===== src/rtl/fetch_stage_if.sv =====
`default_nettype none
// ============================================================================
// Module   : fetch_stage_if
// Purpose  : Instruction-bus, redirect and decode-handshake signals of the
//            fetch stage.
// Revision : 1.0 - initial release
// ============================================================================
interface fetch_stage_if;
    logic        ireq_valid;
    logic [63:0] ireq_addr;
    logic        iresp_valid;
    logic [31:0] iresp_data;
    logic        redirect_valid;
    logic [63:0] redirect_pc;
    logic        if_valid;
    logic        if_ready;
    logic [63:0] if_pc;
    logic [31:0] if_instr;
    logic        if_misalign;

    modport master (
        output ireq_valid, ireq_addr, if_valid, if_pc, if_instr, if_misalign,
        input  iresp_valid, iresp_data, redirect_valid, redirect_pc, if_ready
    );

    modport slave (
        input  ireq_valid, ireq_addr, if_valid, if_pc, if_instr, if_misalign,
        output iresp_valid, iresp_data, redirect_valid, redirect_pc, if_ready
    );
endinterface
`default_nettype wire


===== src/rtl/fetch_stage.sv =====
`default_nettype none
// ============================================================================
// Module   : fetch_stage
// Purpose  : RV64 instruction fetch: owns the PC, one outstanding bus request,
//            one-entry output register, discards fetches on redirect.
//            Optional macro FETCH_MISALIGN_CHK_EN: misaligned-PC marker.
// Revision : 1.0 - initial release
// ============================================================================
module fetch_stage #(
    parameter logic [63:0] PC_RESET = 64'h0000_0000_8000_0000,
    parameter int          PC_STEP  = 4
) (
    input  wire logic       clk,
    input  wire logic       reset,
    fetch_stage_if.master   fif
);
    typedef enum logic [1:0] {
        S_IDLE  = 2'd0,
        S_FETCH = 2'd1,
        S_HOLD  = 2'd2,
        S_DROP  = 2'd3
    } state_t;

    localparam logic [63:0] c_pc_step = 64'(PC_STEP);
    localparam logic [31:0] c_nop     = 32'h0000_0013;

    state_t      r_state,     w_state_nxt;
    logic [63:0] r_pc,        w_pc_nxt;
    logic [63:0] r_drop_addr, w_drop_addr_nxt;
    logic [63:0] r_if_pc,     w_if_pc_nxt;
    logic [31:0] r_if_instr,  w_if_instr_nxt;
    logic        r_if_valid,  w_if_valid_nxt;
    logic        r_if_mis,    w_if_mis_nxt;
    logic        w_misalign;

`ifdef FETCH_MISALIGN_CHK_EN
    assign w_misalign = (r_pc[1:0] != 2'b00);
`else
    assign w_misalign = 1'b0;
`endif

    always_ff @(posedge clk) begin
        if (reset) begin
            r_state     <= S_IDLE;
            r_pc        <= PC_RESET;
            r_drop_addr <= 64'd0;
            r_if_pc     <= 64'd0;
            r_if_instr  <= 32'd0;
            r_if_valid  <= 1'b0;
            r_if_mis    <= 1'b0;
        end else begin
            r_state     <= w_state_nxt;
            r_pc        <= w_pc_nxt;
            r_drop_addr <= w_drop_addr_nxt;
            r_if_pc     <= w_if_pc_nxt;
            r_if_instr  <= w_if_instr_nxt;
            r_if_valid  <= w_if_valid_nxt;
            r_if_mis    <= w_if_mis_nxt;
        end
    end

    always_comb begin
        w_state_nxt     = r_state;
        w_pc_nxt        = r_pc;
        w_drop_addr_nxt = r_drop_addr;
        w_if_pc_nxt     = r_if_pc;
        w_if_instr_nxt  = r_if_instr;
        w_if_valid_nxt  = r_if_valid;
        w_if_mis_nxt    = r_if_mis;
        case (r_state)
            S_IDLE: w_state_nxt = S_FETCH;
            S_FETCH: begin
                if (w_misalign) begin
                    // No request was issued, so a redirect simply retargets.
                    if (fif.redirect_valid) begin
                        w_pc_nxt = fif.redirect_pc;
                    end else begin
                        w_if_valid_nxt = 1'b1;
                        w_if_mis_nxt   = 1'b1;
                        w_if_pc_nxt    = r_pc;
                        w_if_instr_nxt = c_nop;
                        w_state_nxt    = S_HOLD;
                    end
                end else if (fif.redirect_valid && fif.iresp_valid) begin
                    w_pc_nxt = fif.redirect_pc;
                end else if (fif.redirect_valid) begin
                    // Keep presenting the abandoned address until its response.
                    w_drop_addr_nxt = r_pc;
                    w_pc_nxt        = fif.redirect_pc;
                    w_state_nxt     = S_DROP;
                end else if (fif.iresp_valid) begin
                    w_if_valid_nxt = 1'b1;
                    w_if_pc_nxt    = r_pc;
                    w_if_instr_nxt = fif.iresp_data;
                    w_pc_nxt       = r_pc + c_pc_step;
                    w_state_nxt    = S_HOLD;
                end
            end
            S_HOLD: begin
                if (fif.redirect_valid || fif.if_ready) begin
                    w_if_valid_nxt = 1'b0;
                    w_if_mis_nxt   = 1'b0;
                    w_state_nxt    = S_FETCH;
                end
                if (fif.redirect_valid) begin
                    w_pc_nxt = fif.redirect_pc;
                end
            end
            S_DROP: begin
                if (fif.iresp_valid) begin
                    w_state_nxt = S_FETCH;
                end
                if (fif.redirect_valid) begin
                    w_pc_nxt = fif.redirect_pc;
                end
            end
            default: w_state_nxt = S_IDLE;
        endcase
    end

    assign fif.ireq_valid  = ((r_state == S_FETCH) && !w_misalign) || (r_state == S_DROP);
    assign fif.ireq_addr   = (r_state == S_DROP) ? r_drop_addr : r_pc;
    assign fif.if_valid    = r_if_valid;
    assign fif.if_pc       = r_if_pc;
    assign fif.if_instr    = r_if_instr;
    assign fif.if_misalign = r_if_mis;

endmodule
`default_nettype wire


===== src/flat_wrapper.sv =====
// flat-port wrapper written by rule: the top's interface ports become plain ports
module fetch_stage_flat 
#(
    parameter logic [63:0] PC_RESET = 64'h0000_0000_8000_0000,
    parameter int          PC_STEP  = 4
)
  (clk, reset, fif_ireq_valid, fif_ireq_addr, fif_if_valid, fif_if_pc, fif_if_instr, fif_if_misalign, fif_iresp_valid, fif_iresp_data, fif_redirect_valid, fif_redirect_pc, fif_if_ready);
  fetch_stage_if fif_i ();
  input  wire logic clk;
  input  wire logic reset;
  output wire logic [$bits(fif_i.ireq_valid)-1:0] fif_ireq_valid;
  output wire logic [$bits(fif_i.ireq_addr)-1:0] fif_ireq_addr;
  output wire logic [$bits(fif_i.if_valid)-1:0] fif_if_valid;
  output wire logic [$bits(fif_i.if_pc)-1:0] fif_if_pc;
  output wire logic [$bits(fif_i.if_instr)-1:0] fif_if_instr;
  output wire logic [$bits(fif_i.if_misalign)-1:0] fif_if_misalign;
  input wire logic [$bits(fif_i.iresp_valid)-1:0] fif_iresp_valid;
  input wire logic [$bits(fif_i.iresp_data)-1:0] fif_iresp_data;
  input wire logic [$bits(fif_i.redirect_valid)-1:0] fif_redirect_valid;
  input wire logic [$bits(fif_i.redirect_pc)-1:0] fif_redirect_pc;
  input wire logic [$bits(fif_i.if_ready)-1:0] fif_if_ready;
  assign fif_ireq_valid = fif_i.ireq_valid;
  assign fif_ireq_addr = fif_i.ireq_addr;
  assign fif_if_valid = fif_i.if_valid;
  assign fif_if_pc = fif_i.if_pc;
  assign fif_if_instr = fif_i.if_instr;
  assign fif_if_misalign = fif_i.if_misalign;
  assign fif_i.iresp_valid = fif_iresp_valid;
  assign fif_i.iresp_data = fif_iresp_data;
  assign fif_i.redirect_valid = fif_redirect_valid;
  assign fif_i.redirect_pc = fif_redirect_pc;
  assign fif_i.if_ready = fif_if_ready;
  fetch_stage #(.PC_RESET(PC_RESET), .PC_STEP(PC_STEP)) u_core (.clk(clk), .reset(reset), .fif(fif_i));
endmodule

===== config.mk =====
export PLATFORM = sky130hd
export DESIGN_NAME = fetch_stage_flat
export DESIGN_NICKNAME = d
export VERILOG_FILES = /design/src/rtl/fetch_stage_if.sv /design/src/rtl/fetch_stage.sv /design/src/flat_wrapper.sv
export SDC_FILE = /design/constraint.sdc
export NUM_CORES = 1
export LEC_CHECK = 0
export CORE_UTILIZATION = 52
export CTS_BUF_LIST = sky130_fd_sc_hd__clkbuf_8
export CTS_CLUSTER_DIAMETER = 60
export DETAILED_ROUTE_END_ITERATION = 12
export GPL_TIMING_DRIVEN = 1
export HOLD_SLACK_MARGIN = 0.06
export PLACE_DENSITY = 0.85
export REMOVE_ABC_BUFFERS = 1
export SYNTH_ARGS = -nofsm -noshare
export SYNTH_HDL_FRONTEND = slang
export SYNTH_SLANG_ARGS = --single-unit

===== constraint.sdc =====
create_clock -name clk -period 2.5 [get_ports clk]
set_input_delay 0.25 -clock clk [delete_from_list [all_inputs] [get_ports clk]]
set_output_delay 0.25 -clock clk [all_outputs]
set_load 0.02 [all_outputs]

* Yosys cells after proc, flatten, opt, wreduce, memory -nomap -nowiden
Cells that the tools add are included.
** Word-level totals
- Flip-flop bits (word level) :: 227
- Bits in latches :: 0
- Bits in writable memories :: 0
- ROM bits :: 0
- Input bits :: 101
- Output and inout port bits :: 163
- Word-level logic and storage cells :: 49
- Memories :: 0
** Cells by class
- $add $sub $neg :: 1
- $mul :: 0
- Divide/modulo/power cells :: 0
- Magnitude comparators :: 0
- Equal/unequal tests :: 11
- Shifts and indexed selects :: 0
- Multiplexer cells :: 17
- Bitwise operators :: 2
- Reductions and logical operators :: 12
** Operators by type and width (count)
- 2-to-1 mux 64 bit :: 5
- case mux 64 bit (2 select lines) :: 1
- adder 64 x 3 -> 64 bit (second input constant) :: 1
- 2-to-1 mux 2 bit :: 5
- != test 2 bit (second input constant) :: 4
- case mux 2 bit (4 select lines) :: 1
- AND reduction 4 bit :: 2
- AND reduction 3 bit :: 2
- AND reduction 5 bit :: 1
- equality test 2 bit (second input constant) :: 2
- 2-to-1 mux 1 bit :: 4
- != test 2 x 1 -> 1 bit (second input constant) :: 2
- != test 4 x 3 -> 1 bit (second input constant) :: 1
- nonzero test 2 bit :: 2
- != test 3 bit (second input constant) :: 1
- equality test 2 x 1 -> 1 bit (second input constant) :: 1
- zero test 2 bit :: 1
- logical OR 1 bit :: 2
- inverter 1 bit :: 2
- case mux 1 bit (2 select lines) :: 1
- OR reduction 2 bit :: 1
- logical AND 1 bit :: 1

* Logic depth before layout (Yosys ltp)
Gate-level depths: netlist of run 1.
- Depth after elaboration :: 5
- Gate-level depth with buffers :: 8
- Mapped depth without buffers :: 6

* Least setup slack after synthesis of run 1
Ideal clock, no wire load.
- Kind :: reg2reg
- Start point :: register u_core.r_pc[2]
- End point :: register u_core.r_pc[56]
- Library setup time :: 74 ps
- Arrival :: 1923 ps
- Data required time :: 2426 ps
- Path slack :: 502 ps
- Cell stages (with the launch flop) :: 8
- Path buffers :: 1
- Clock period less this slack :: 1998 ps
- Path through :: dfxtp_1 ha_1 and4_1 and4_1 buf_2 nand4_2 or4_1 a31oi_1
** Between the ends
- Longest elaborated chain between the ends :: 5
** Ends and longest elaborated chain
- start: declaration :: line fetch_stage.sv:28 : logic [63:0] r_pc, w_pc_nxt;
- start signal: assignment :: line fetch_stage.sv:53 : r_pc <= w_pc_nxt;
- adder 64 x 3 -> 64 bit :: line fetch_stage.sv:95 : w_pc_nxt = r_pc + c_pc_step;
- 2-to-1 mux 64 bit :: line fetch_stage.sv:91 : end else if (fif.iresp_valid) begin
- 2-to-1 mux 64 bit :: line fetch_stage.sv:86 : end else if (fif.redirect_valid) begin
- 2-to-1 mux 64 bit :: line fetch_stage.sv:84 : end else if (fif.redirect_valid && fif.iresp_valid) begin
- case mux 64 bit (2 select lines) :: line fetch_stage.sv:70 : case (r_state)
Every way passes these cells. The select of a mux whose other input is x is not followed.
A chain may end at the register's enable or synchronous reset.

* Worst setup path after layout of run 1
- Start point :: register u_core.r_state[1]
- End point :: output port fif_ireq_addr[5]
** Between the ends
- Longest elaborated chain between the ends :: 2
** Ends and longest elaborated chain
- start: declaration :: line fetch_stage.sv:27 : state_t r_state, w_state_nxt;
- start signal: assignment :: line fetch_stage.sv:52 : r_state <= w_state_nxt;
- equality test 2 bit :: line fetch_stage.sv:122 : assign fif.ireq_addr = (r_state == S_DROP) ? r_drop_addr : r_pc;
- 2-to-1 mux 64 bit :: line fetch_stage.sv:122
- end: declaration :: line flat_wrapper.sv:12 : output wire logic [$bits(fif_i.ireq_addr)-1:0] fif_ireq_addr;
Every way passes these cells.

==> metrics, run 1 <==
outcome=finished clean; Final #Nets=between 1500 and 2000; top cell type's share of synthesized area=0.4186; Synth async-reset ratio=0; root buffer cell=clkbuf_8; Yosys top cell by area=dfxtp_1; most instantiated cells after synthesis=nand2_1, dfxtp_1, a21oi_1, clkbuf_1, mux2_2; Worst EP arrival=approximately 2200 ps; Syn-to-layout area delta=35.90%; Core Area=a little over 0.02 mm2; Seq cells post-synth=around 230; fin cells=1930; final setup TNS=0 ps; Setup CP Type=reg -> out; leakage=just over 0.005 uW; H-tree Lvls=2; register area share after synthesis=0.4186; Overall Power=roughly 8500 uW; Synth Area per Inst=7.804 um2; Post-CTS Setup Bufs=0; DRC=0; Rows=between 50 and 60; Slew Limit Fails=0; Detailed Route Iter0 Violations=923; Die Wd=approximately 150 um; Max Clk Rate=~0.4 GHz; Final ANT Viol Nets=0; Num CTS Buffers=39; die area=0.02146 mm2; CTS Hold Buffers Added=0; largest net degree at the start of global routing=172; initial core utilization=0.5331; Syn Inst Count=roughly 1400; kind of end point of the critical path=output port; PortBufs=about 260; I/O pin count=about 260; synth unique cells=65; Max-slew headroom=0.4941; hpwl dp=between 20000 and 25000 um; Worst-path clk slew=roughly 60 ps; Tightest Pin Transition=about 760 ps; Max-cap violations=0; Clock Latency Late Sink=roughly 540 ps; total global routing track utilization=0.3113; ranking of synthesized cells by area=dfxtp_1, nand2_1, a21oi_1; pwr dens=between 500 and 600 mW/mm2; fill cell count=1618; RSZ-0062 raised after global routing=no; Final Core Density=0.7244; top-count cell post-synth=nand2_1; clock buffer depth=3; Final min period=approximately 2500 ps; initial antenna violation count=1; CTS tree=done; worst hold path class=in -> reg; crit share post-route=0.9810; vias in the first global route=about 11000; Hold Path Origin=reset; setup violators final=0; vias=11319; Final Hold Viols=0; WL/cell=around 18 um; clk_skew=around 23 ps; number of synthesized flops with an enable pin=0; critical path fanouts, max=11; Req. time, crit path=approximately 2300 ps; Synth Warn #=0; first-pass GRT wire length=about 54000 um; CP startpoint=u_core.r_state[1]; total grt overflow=0; hold slack=approximately 99 ps; Placer Congestion=roughly 0.9; placed cells=between 1500 and 2000; peak supply drop=0.3812 mV; clk sink count=roughly 230; Most used DFF post-synth=dfxtp_1; Die Y=146.5 um; vias per cell=approximately 5.9; DRT Wirelength=approximately 34000 um; CP Launch Type=register; Syn Std Cell Area=roughly 0.011 mm2; first drt pass iteration count=5; layout cells sized above 1=0.1386; Reg2Reg Launch Point=u_core.r_pc[2]
## layout by cell type (no fill, tap or decap), types with 3 or more instances in the layout
cell type / instances
inv_1: 20
or4_1: 13
nand4b_1: 3
dfxtp_1: 225
a31oi_1: 27
a32oi_1: 20
a21o_1: 5
or3_1: 9
and4_1: 4
o31ai_1: 5
o21ai_0: 25
a22oi_1: 13
a21oi_1: 197
nand4_1: 30
mux2_2: 65
a22o_1: 3
o211ai_1: 20
mux2i_1: 3
nor4_1: 11
buf_12: 9
nand3_1: 33
nor4_4: 5
or2_2: 4
clkdlybuf4s50_1: 259
a32o_1: 4
clkbuf_8: 45
a41o_1: 3
nor3_1: 13
a211oi_1: 6
nand4_2: 4
and2_1: 8
nor2_1: 49
nand2_1: 378
o31a_1: 3
buf_4: 75
a311oi_1: 3
and3_1: 7
o22ai_1: 6
clkinv_2: 3
## per-layer routing
metal,track usage,routed length [um],vias up
li1,-,-,5410
met1,0.3831,13930,5335
met2,0.5200,16210,487
met3,0.06406,2762,87
met4,0.1474,1220,0
met5,0,0,-
## power by group
part	total [uW]	internal, uW	leakage (uW)	switching (uW)
Clock	3090	1620	0.000410	1460
Combinational	1480	684	0.00294	800
Sequential	3880	3750	0.00184	132
## final cells by class
cell class | instances | area, um2 | share of cell area
Clock buffer | 45 | 619.3 | 0.04198
Timing Repair Buffer | 346 | 3364 | 0.2281
Multi-Input combinational cell | 1016 | 5778 | 0.3917
Tap cell | 270 | 337.8 | 0.02290
Inverter | 7 | 26.28 | 0.001781
Antenna cell | 1 | 2.502 | 0.0001696
Clock inverter | 18 | 75.07 | 0.005089
Sequential cell | 227 | 4549 | 0.3084
## per-stage QoR
stage / instance area (um2) / setup WS (ps)
after global routing: 14750 / 0.5702
after global placement: 14030 / 229.1
after detailed placement: 14030 / 217.6
final: 14750 / 47.48
after CTS: 14750 / 14.96
after floorplan: 10260 / -6770
## critical path, stage by stage (launching register included)
cell             delay [ps]
dfxtp_2                 390
nand2_8                 190
buf_4                   200
mux2_2                  350
clkdlybuf4s50_1         540
## worst paths after layout
kind | endpoint | slack [ps] | depth (start not counted)
min | u_core.r_drop_addr[50] | 100 | 2
min reg2reg | u_core.r_drop_addr[52] | 450 | 2
max reg2reg | u_core.r_pc[62] | 180 | 7
max | fif_ireq_addr[5] | 50 | 4
## cells by family after synthesis
logic type               after synthesis  synth area share
AND/OR/NAND/NOR                      589            0.2537
AO/OA/AOI/OAI                        356            0.1988
flip-flops                           227            0.4186
buffers and inverters                149           0.05717
multiplexers                          68           0.07019
adder cells (fa/ha/maj)                1          0.001152
other                                  1         0.0003454
## sequential cells by signal (all words and copies together) (netlist names)
| signal | cells |
|---|---|
| u_core.fif.if_pc | 64 |
| u_core.r_drop_addr | 64 |
| u_core.r_pc | 64 |
| u_core.fif.if_instr | 32 |
| u_core.r_state | 2 |
| u_core.fif.if_valid | 1 |
## timing repair
item                                    in CTS  in global routing
hold endpoints to repair                     0                  0
cloned                                       1                  0
pin swaps                                    1                  0
endpoints found under the setup margin      64                  1
gates resized for setup                      4                  1
(Power assumes the default switching activity.)
==> run 2: changes to the inputs <==
- CAP_MARGIN: not set -> 20
==> results of run 2 <==
Final layout, timing and power as in run 1 (identical DEF).
==> run 3: changes to the inputs <==
- CORE_UTILIZATION: 52 -> 56
- PLACE_DENSITY: 0.85 -> 0.91
- clock period: 2.5 -> 2.9 ns (I/O delays scaled with it)
==> run 3 against run 2 <==
  * Count of clock-buffer cells in the layout up 2
  * Critical endpoint is now fif_ireq_addr[36]
  * Final area fell by 2.1%
  * Sequential power decreased by 13%
  * Setup slack better by 110 ps
  * Via count is 0.39% higher
  * Final cell count down 2.2%
  * Critical path type unchanged
  * Highest routed layer unchanged
  * Die area fell by 7.0%
  * Sequential cell count unchanged
  * Non-clock buffer count decreased by 34
  * Power down 12%
==> metrics, run 3 (same netlist as run 1, synthesis figures left out) <==
outcome=finished clean; Max-cap violations=0 (unchanged); Setup WS post-layout=156.1 ps (+108.6 ps); I/O pin count=264 (unchanged); Die Wd=141.2 um (-3.6%); antenna cells=0 (-1); leakage=0.005009 uW (-3.6%); largest net degree at the start of global routing=84 (-51%); Tightest Pin Transition=891.7 ps (+132.9 ps); Max-slew headroom=0.4055 (-0.08863); Syn-to-layout area delta=33.02%; most frequent cells in the layout=nand2_1, clkdlybuf4s50_1, dfxtp_1, a21oi_1, mux2_2; RSZ-0062 raised after global routing=no; most common cell after layout, fill and taps aside=nand2_1; setup violators final=0 (unchanged); CP Cell Sequence=nand2_4, buf_4, mux2_2, clkdlybuf4s50_1; Req. time, crit path=2610 ps (+360 ps); worst hold path class=in -> reg; max incr delay on CP=540 ps (about the same); H-tree Lvls=2 (unchanged); Die Y=141.2 um (-3.6%); first-pass GRT wire length=53780 um (-1.2%); die area=0.01995 mm2 (-7.0%); area of the multi-input gates=0.005758 mm2 (-0.35%); final setup TNS=0 ps (unchanged); Post-CTS Setup Bufs=0 (unchanged); crit share post-route=0.9462; layout cells sized above 1=0.1210 (-0.01763); initial antenna violation count=0 (-1); root buffer cell=clkbuf_8; Detailed Route Iter0 Violations=1043 (+13%); initial core utilization=0.5765 (+0.04342); Setup CP Type=reg -> out; Slew Limit Fails=0 (unchanged); critical path fanouts, max=25 (+14); slowest CP cell=clkdlybuf4s50_1; dpl ws=377.6 ps (+160.0 ps); Placer Congestion=0.8820 (-2.2%); Num CTS Buffers=38 (-2.6%); first drt pass iteration count=6 (+1); Rows=50 (-3.8%); Final min period=2744 ps; total grt overflow=0 (unchanged); register area=0.004544 mm2 (-0.11%); Final ANT Viol Nets=0 (unchanged); Max Clk Rate=roughly 0.36 GHz; PortBufs=262 (unchanged); total global routing track utilization=0.3345 (+0.02324); vias=11363 (+0.39%); DRT Wirelength=34240 um (+0.36%); Worst EP arrival=2450 ps (+250 ps); clk_skew=19.13 ps (-3.549 ps); Final #Nets=1703 (-2.1%); peak supply drop=0.3530 mV (-7.4%); Clock Latency Late Sink=530 ps (about the same); hpwl dp=22630 um (+0.63%); fill cell count=1339 (-17%); CTS Hold Buffers Added=0 (unchanged); Final Hold Viols=0 (unchanged); vias per cell=6.019 (+2.6%); Core Area=0.01883 mm2 (-7.5%); CP Launch Type=register; Worst-path clk slew=60 ps (about the same); post_cts resized=0 (-4); kind of end point of the critical path=output port; clk sink count=227 (unchanged); pwr dens=512.3 mW/mm2 (-11%); DRC=0 (unchanged); clock buffer depth=3 (unchanged); vias in the first global route=10609 (-1.3%); CTS tree=done; WL/cell=18.14 um (+2.6%)
-- run 3: stage by stage --
| step | utilization | area [um2] | hold slack [ps] | power, uW | instances |
|---|---|---|---|---|---|
| after global placement | 0.7268 | 13690 | 438.6 | 4583 | 1821 |
| final | 0.7668 | 14440 | 91.20 | 7398 | 1888 |
| after global routing | 0.7668 | 14440 | 77.25 | 7659 | 1888 |
| after floorplan | - | 10260 | 359.1 | 3976 | 1249 |
| after detailed placement | 0.7268 | 13690 | 445.4 | 4608 | 1821 |
| after CTS | 0.7668 | 14440 | 63.23 | 7412 | 1888 |
-- run 3: area by class of cell --
type | instances | area share
flip-flops and latches | 227 | 0.3147
clock buffers | 47 | 0.04480
inverters | 7 | 0.001820
multi-input cells | 1015 | 0.3988
clock inverters | 20 | 0.007452
well taps | 260 | 0.02253
repair buffers | 312 | 0.2099
-- run 3: routing by layer --
layer | vias to the layer above | global-route usage | wire [um] | share of wire
li1 | 5326 | - | - | -
met1 | 5378 | 0.4058 | 13510 | 0.39
met2 | 570 | 0.5641 | 16390 | 0.48
met3 | 89 | 0.07779 | 3151 | 0.092
met4 | 0 | 0.1487 | 1190 | 0.035
met5 | - | 0 | 0 | 0
-- run 3: worst max-delay path: cells and delay by family, from the launching register on --
family | cells | cell delay, ps
and+or+nand+nor | 1 | 330
DFF | 1 | 340
buffers and inverters | 2 | 870
muxes | 1 | 380
-- run 3: final timing paths --
check | start | to | slack [ps] | cells past startpoint
min reg2reg | u_core.r_drop_addr[58] | u_core.r_drop_addr[58] | 450 | 2
min | reset | u_core.r_drop_addr[18] | 90 | 2
max | u_core.r_state[0] | fif_ireq_addr[36] | 160 | 4
max reg2reg | u_core.r_pc[7] | u_core.r_pc[39] | 360 | 5
-- run 3: where the power goes --
group	switching [uW]	total, uW	internal [uW]
Sequential	146	3380	3230
Clock	1280	2830	1550
Combinational	649	1190	542
